==> config.mk <==
export PLATFORM = sky130hd
export DESIGN_NAME = rd_pntrs_and_empty_flat
export DESIGN_NICKNAME = d
export VERILOG_FILES = /design/src/rtl/rd_pntrs_and_empty_if.sv /design/src/rtl/rd_pntrs_and_empty.sv /design/src/flat_wrapper.sv
export SDC_FILE = /design/constraint.sdc
export NUM_CORES = 1
export LEC_CHECK = 0
export CAP_MARGIN = 20
export CORE_MARGIN = 1.5
export CORE_UTILIZATION = 40
export DETAILED_ROUTE_END_ITERATION = 8
export SYNTH_ARGS = -nofsm -noshare
export SYNTH_HDL_FRONTEND = slang
export SYNTH_SLANG_ARGS = --single-unit
==> constraint.sdc <==
create_clock -name rd_clk_i -period 4.1 [get_ports rd_clk_i]
set_input_delay 1.23 -clock rd_clk_i [delete_from_list [all_inputs] [get_ports rd_clk_i]]
set_output_delay 1.23 -clock rd_clk_i [all_outputs]
set_load 0.02 [all_outputs]
==> src/rtl/rd_pntrs_and_empty_if.sv <==
// Read-side FIFO pointer bus: request and foreign write pointer in, read address,
// Gray read pointer and registered status out.
interface rd_pntrs_and_empty_if #(
  parameter int AWIDTH = 4
);
  logic              rd_req_i;
  logic [AWIDTH:0]   wr_pntr_gray_i;
  logic [AWIDTH-1:0] rd_pntr_o;
  logic [AWIDTH:0]   rd_pntr_gray_wr_o;
  logic              rd_empty_o;
  logic              rd_almost_empty_o;
  logic [AWIDTH:0]   rd_usedw_o;

  // Consumer / write-domain side
  modport master (
    output rd_req_i,
    output wr_pntr_gray_i,
    input  rd_pntr_o,
    input  rd_pntr_gray_wr_o,
    input  rd_empty_o,
    input  rd_almost_empty_o,
    input  rd_usedw_o
  );

  // Pointer block side
  modport slave (
    input  rd_req_i,
    input  wr_pntr_gray_i,
    output rd_pntr_o,
    output rd_pntr_gray_wr_o,
    output rd_empty_o,
    output rd_almost_empty_o,
    output rd_usedw_o
  );
endinterface

==> src/rtl/rd_pntrs_and_empty.sv <==
// Read-side pointer and status logic of a dual-clock FIFO: binary/Gray read
// pointers, write-pointer synchroniser, registered empty/almost-empty/used-words.
module rd_pntrs_and_empty #(
  parameter int DWIDTH        = 8,
  parameter int AWIDTH        = 4,
  parameter int AEMPTY_THRESH = 2
) (
  input logic                rd_clk_i,
  input logic                aclr_i,
  rd_pntrs_and_empty_if.slave bus
);

  localparam logic [AWIDTH:0] AE_LIMIT = (AWIDTH + 1)'(AEMPTY_THRESH);

  if (DWIDTH < 1 || AWIDTH < 1) begin : g_param_check
    $error("rd_pntrs_and_empty: DWIDTH and AWIDTH must be at least 1");
  end

  logic [AWIDTH:0] wr_sync1;
  logic [AWIDTH:0] wr_sync2;
  logic [AWIDTH:0] wr_bin_sync;
  logic [AWIDTH:0] rd_bin;
  logic [AWIDTH:0] rd_bin_next;
  logic [AWIDTH:0] rd_gray;
  logic [AWIDTH:0] rd_gray_next;
  logic [AWIDTH:0] usedw_next;
  logic [AWIDTH:0] rd_usedw;
  logic            rd_empty;
  logic            rd_almost_empty;
  logic            rd_en;

  always_comb begin
    // NOTE: every always_comb output gets a default before any conditional or
    // loop assignment, so no path can leave it unassigned and infer a latch.
    wr_bin_sync = '0;
    for (int i = 0; i <= AWIDTH; i++) begin
      wr_bin_sync[i] = ^(wr_sync2 >> i);
    end
    rd_en        = bus.rd_req_i & ~rd_empty;
    rd_bin_next  = rd_bin + (AWIDTH + 1)'(rd_en);
    rd_gray_next = rd_bin_next ^ (rd_bin_next >> 1);
    // Modulo subtraction: a full FIFO yields 2**AWIDTH thanks to the extra MSB
    usedw_next   = wr_bin_sync - rd_bin_next;
  end

  // Status looks ahead at rd_bin_next so the last read sets empty on its own edge
  always_ff @(posedge rd_clk_i or posedge aclr_i) begin
    if (aclr_i) begin
      wr_sync1        <= '0;
      wr_sync2        <= '0;
      rd_bin          <= '0;
      rd_gray         <= '0;
      rd_empty        <= 1'b1;
      rd_almost_empty <= 1'b1;
      rd_usedw        <= '0;
    end else begin
      // NOTE: sequential state uses non-blocking assignments so every flop
      // samples pre-edge values; wr_sync2 must see the old wr_sync1 here.
      wr_sync1        <= bus.wr_pntr_gray_i;
      wr_sync2        <= wr_sync1;
      rd_bin          <= rd_bin_next;
      rd_gray         <= rd_gray_next;
      rd_empty        <= (rd_gray_next == wr_sync2);
      rd_almost_empty <= (usedw_next <= AE_LIMIT);
      rd_usedw        <= usedw_next;
    end
  end

  assign bus.rd_pntr_o         = rd_bin[AWIDTH-1:0];
  assign bus.rd_pntr_gray_wr_o = rd_gray;
  assign bus.rd_empty_o        = rd_empty;
  assign bus.rd_almost_empty_o = rd_almost_empty;
  assign bus.rd_usedw_o        = rd_usedw;

endmodule
==> src/flat_wrapper.sv <==
// flat-port wrapper written by rule: the top's interface ports become plain ports
module rd_pntrs_and_empty_flat 
#(
  parameter int DWIDTH        = 8,
  parameter int AWIDTH        = 4,
  parameter int AEMPTY_THRESH = 2
)
  (rd_clk_i, aclr_i, bus_rd_req_i, bus_wr_pntr_gray_i, bus_rd_pntr_o, bus_rd_pntr_gray_wr_o, bus_rd_empty_o, bus_rd_almost_empty_o, bus_rd_usedw_o);
  rd_pntrs_and_empty_if #(.AWIDTH(AWIDTH)) bus_i ();
  input logic rd_clk_i;
  input logic aclr_i;
  input wire logic [$bits(bus_i.rd_req_i)-1:0] bus_rd_req_i;
  input wire logic [$bits(bus_i.wr_pntr_gray_i)-1:0] bus_wr_pntr_gray_i;
  output wire logic [$bits(bus_i.rd_pntr_o)-1:0] bus_rd_pntr_o;
  output wire logic [$bits(bus_i.rd_pntr_gray_wr_o)-1:0] bus_rd_pntr_gray_wr_o;
  output wire logic [$bits(bus_i.rd_empty_o)-1:0] bus_rd_empty_o;
  output wire logic [$bits(bus_i.rd_almost_empty_o)-1:0] bus_rd_almost_empty_o;
  output wire logic [$bits(bus_i.rd_usedw_o)-1:0] bus_rd_usedw_o;
  assign bus_i.rd_req_i = bus_rd_req_i;
  assign bus_i.wr_pntr_gray_i = bus_wr_pntr_gray_i;
  assign bus_rd_pntr_o = bus_i.rd_pntr_o;
  assign bus_rd_pntr_gray_wr_o = bus_i.rd_pntr_gray_wr_o;
  assign bus_rd_empty_o = bus_i.rd_empty_o;
  assign bus_rd_almost_empty_o = bus_i.rd_almost_empty_o;
  assign bus_rd_usedw_o = bus_i.rd_usedw_o;
  rd_pntrs_and_empty #(.DWIDTH(DWIDTH), .AWIDTH(AWIDTH), .AEMPTY_THRESH(AEMPTY_THRESH)) u_core (.rd_clk_i(rd_clk_i), .aclr_i(aclr_i), .bus(bus_i));
endmodule
# Word level (Yosys, flattened, before mapping)
# Cells that the tools add are included.
[word_totals]
in_bits = 8
elab_cells = 19
out_inout_bits = 16
ff_bits = 27
[classes]
n_lt_le_gt_ge = 1
reduce_logical = 5
add_sub_neg = 2
bitwise = 3
eq_ne = 1
[op_table]
columns = ["cell", "n"]
rows = [
  ["$reduce_xor A5 Y1", 5],
  ["$add A5 B1 Y5", 1],
  ["$eq A5 B5 Y1", 1],
  ["$le A5 B2 Y1 const B", 1],
  ["$sub A5 B5 Y5", 1],
  ["$xor A5 B4 Y5", 1],
  ["$and A1 B1 Y1", 1],
  ["$not A1 Y1", 1],
]

# Depth between registers and ports, before layout
[logic_depth]
word_depth = 5
ltp_mapped = 11
mapped_depth_nobuf = 11

# Least setup slack after synthesis
# OpenSTA, ideal clock, no wires.
[synth_timing]
kind = "input-to-reg"
from = "input bus_rd_req_i"
to = "register u_core.rd_almost_empty (netlist: u_core.bus.rd_almost_empty_o)"
path_stages = 11
arrival_time_ns = 3.189
setup_ns = 0.075
n_path_buf = 0
t_required_ns = 4.025
slack_ns = 0.835
cell_sequence = "nor2b_1 > ha_1 > ha_1 > xor2_2 > inv_1 > ha_1 > a21boi_0 > inv_1 > a221oi_2 > o2111ai_1 > nor3_2"
[synth_between]
elab_chain_len = 4
[synth_rtl]
columns = ["element", "line", "source"]
rows = [
  ["start: declaration", "flat_wrapper.sv:12", "input wire logic [$bits(bus_i.rd_req_i)-1:0] bus_rd_req_i;"],
  ["$and A1 B1 Y1", "rd_pntrs_and_empty.sv:39", "rd_en = bus.rd_req_i & ~rd_empty;"],
  ["$add A5 B1 Y5", "rd_pntrs_and_empty.sv:40", "rd_bin_next = rd_bin + (AWIDTH + 1)'(rd_en);"],
  ["net u_core.rd_bin_next[2]", "rd_pntrs_and_empty.sv:23", "logic [AWIDTH:0] rd_bin_next;"],
  ["$sub A5 B5 Y5", "rd_pntrs_and_empty.sv:43", "usedw_next = wr_bin_sync - rd_bin_next;"],
  ["$le A5 B2 Y1", "rd_pntrs_and_empty.sv:64", "rd_almost_empty <= (usedw_next <= AE_LIMIT);"],
  ["end signal: assignment", "rd_pntrs_and_empty.sv:64", ""],
  ["end: declaration", "rd_pntrs_and_empty.sv:29", "logic rd_almost_empty;"],
]
# The timed path passes the listed nets, and every way through them passes these cells.

# Worst setup path after layout
# Ends and elaborated chain as after synthesis.

==> summary.md <==
| Metric | Value |
|---|---|
| DR vias | 772 |
| First-pass GRT wire length | 3620 um |
| DIE HEIGHT | 58.2 um |
| Synth Area per Inst | 13.4 um2 |
| DRT iter0 DRCs | 24 |
| Netlist Area Pre-Place | 1220 um2 |
| Clk root buf | clkbuf_4 |
| DP Wirelength | 1550 um |
| Port bufs | 23 |
| Most common cell after layout, fill and taps aside | dfrtp_1 |
| Post-DP Area | 1500 um2 |
| Slew margin rel. | between 70 and 80% |
| Tot GR Track Use | 14.6% |
| Placer Congestion | ~0.72 |
| Biggest area consumer among synthesized cells | dfrtp_1 |
| Pleak | 0.696 nW |
| Initial antenna violation count | 0 |
| Synth Net Count | approximately 100 |
| Worst hold-check path type | reg -> reg |
| Final Max Slew Viols | 0 |
| Peak VDD IR | 406 uV |
| EDFF count, synth | 0 |
| FFs w/ async S/R, synth | 100% |
| Minimum clock period | between 3 and 4 ns |
| Synth warnings | 0 |
| Largest net degree at the start of global routing | 27 |
| Layout cell share with drive strength beyond 1 | 17.5% |
| Yosys cell types | 36 |
| Pwr/cell area | 881 nW/um2 |
| Sequential-to-total area share from yosys stat | 53.5% |
| DRC errors left | 0 |
| Ys flop type | dfrtp_1 |
| Clk_lat worst skew | 0.32 ns |
| Layout Skew | 0.00295 ns |
| Worst reg-to-reg path cell count | 9 |
| Post-CTS Setup Bufs | 0 |
| CTS buffer count | 3 |
| Clk slew on worst S/H paths | about 0.13 ns |
| Number of synthesized register bits | 26 |
| Most area-consuming cells after synthesis | dfrtp_1, xor2_1, ha_1 |
| Nets | 134 |
| Setup crit start kind | input pin |
| Die X | 58.2 um |
| FMAX | 291 MHz |
| Clock net sink count | 26 |
| Finished Cell Area | 1560 um2 |
| Core Box Area | 2830 um2 |
| RSZ-0062 raised after global routing | no |
| Layout fillers | 246 |
| CP Data Required Time | 4.36 ns |
| Congestion Overflow GR | 0 |
| # IOs | 24 |
| CP Max Fanout | 2 |
| Worst Path Arrival | ~3.7 ns |
| Hold path depth | 0 |
| Initial Utilization | 43.1% |
| Endpoint class of the critical path | flop |
| Ant. Diodes | 0 |
| DIE AREA | 3390 um2 |
| Via/cell ratio | 5.11 |
| Vias in the first global route | 802 |
| Clock buffer depth | 2 |
| Hold Fails Final Rpt | 0 |
| FP Rows | 19 |
| Total of max-cap violations | 0 |
| Post-synth top area share | 49.2% |
| Crit Path Class | in -> reg |
| Htree depth | 1 |
| Antenna Violating Nets Remaining | 0 |
| CTS tree | yes |
| CTS Hold Buffers Added | 0 |
| Mapped Cells | 91 |
| Status | finished, final reports clean |
| Commonest non-fill, non-tap cells in the layout | dfrtp_1, clkdlybuf4s50_1, xor2_1 |
| Post-cts repair resize count | 0 |
| Total Routed Length | 2000 um |
| Worst Tran Pin Value | slightly below 0.4 ns |
| # setup viols final | 0 |
| Final period util | between 80% and 90% |
| Area added between synthesis and finish | 28.2% |
| Setup_tns | 0 ns |
| Routed WL per cell | approximately 13 um |
| Drt pass-1 iters | 5 |
-- final timing paths --
check                      slack [ns]                from                            to
max                              0.67        bus_rd_req_i  u_core.bus.rd_almost_empty_o
min                              0.36  u_core.wr_sync1[4]            u_core.wr_sync2[4]
max reg2reg                      1.29  u_core.wr_sync2[3]  u_core.bus.rd_almost_empty_o
min reg2reg                      0.36  u_core.wr_sync1[4]            u_core.wr_sync2[4]
max in group asynchronous        2.61              aclr_i         u_core.bus.rd_empty_o
min in group asynchronous        1.07              aclr_i            u_core.wr_sync1[1]
-- cell usage after synthesis, types with 2 or more instances --
| master | number |
|---|---|
| ha_1 | 5 |
| xnor2_1 | 3 |
| xnor2_2 | 2 |
| xor2_2 | 2 |
| nand3_1 | 2 |
| dfstp_2 | 2 |
| dfrtp_1 | 24 |
| inv_1 | 8 |
| nand2_1 | 4 |
| nor2_1 | 4 |
| xor2_1 | 9 |
| nor3b_1 | 2 |
-- worst max-delay path, stage by stage --
cell,delay [ns]
clkdlybuf4s50_1,0.45
nor2b_1,0.13
ha_1,0.17
ha_1,0.21
xor2_2,0.16
inv_1,0.08
ha_1,0.27
a21boi_0,0.26
inv_1,0.11
a221oi_2,0.28
o2111ai_1,0.19
nor3_2,0.13
-- logic make-up (layout without fill, tap and decap cells) --
| group | count (synthesis) | in the layout | share of synthesized area, % |
|---|---|---|---|
| XOR/XNOR | 19 | 19 | 20.0 |
| flip-flops | 26 | 26 | 53.5 |
| AO/OA/AOI/OAI | 12 | 12 | 9.23 |
| buffers and inverters | 9 | 38 | 2.77 |
| AND/OR/NAND/NOR | 20 | 20 | 9.33 |
| adder cells (fa/ha/maj) | 5 | 5 | 5.13 |
-- sequential cells by signal, summed over array words and instances, names as in the netlist --
name	cells
u_core.bus.rd_usedw_o	5
u_core.wr_sync1	5
u_core.bus.rd_empty_o	1
u_core.rd_bin	5
u_core.wr_sync2	5
u_core.bus.rd_almost_empty_o	1
u_core.bus.rd_pntr_gray_wr_o	4
-- per-stage QoR --
stage	power, mW	instances	hold slack (ns)	worst slack [ns]	utilization (%)
finish	1.38	151	0.365	0.668	55.3
CTS	1.39	150	0.367	0.679	54.3
floorplan	0.972	91	0.331	0.835	-
detailed placement	1.26	146	0.336	0.343	53.0
global route	1.49	151	0.374	0.405	55.3
global placement	1.25	146	0.332	0.451	53.0
-- layout make-up --
class | instances | area [um2] | share of cell area [%]
Clock buffer | 4 | 36.3 | 2.32
Sequential cell | 26 | 653 | 41.8
Tap cell | 31 | 38.8 | 2.48
Timing Repair Buffer | 26 | 273 | 17.4
Inverter | 8 | 30.0 | 1.92
Multi-Input combinational cell | 56 | 533 | 34.1
-- report_power, final --
group          total (mW)  switching [mW]  leakage, nW  internal [mW]
sequential          0.394          0.0439        0.302          0.350
clock               0.128          0.0735       0.0210         0.0543
combinational       0.856           0.463        0.374          0.392
total                1.38           0.581        0.696          0.796
-- per-layer routing --
layer  global-route usage (%)  up-vias  part of all wire, %
met3                     2.01        5                  3.5
met4                     8.97        0                  2.1
met1                     19.0      383                   46
li1                         -      366                    -
met2                     23.1       18                   48
met5                        0        -                    0
Power figures use the tool's default switching activity.
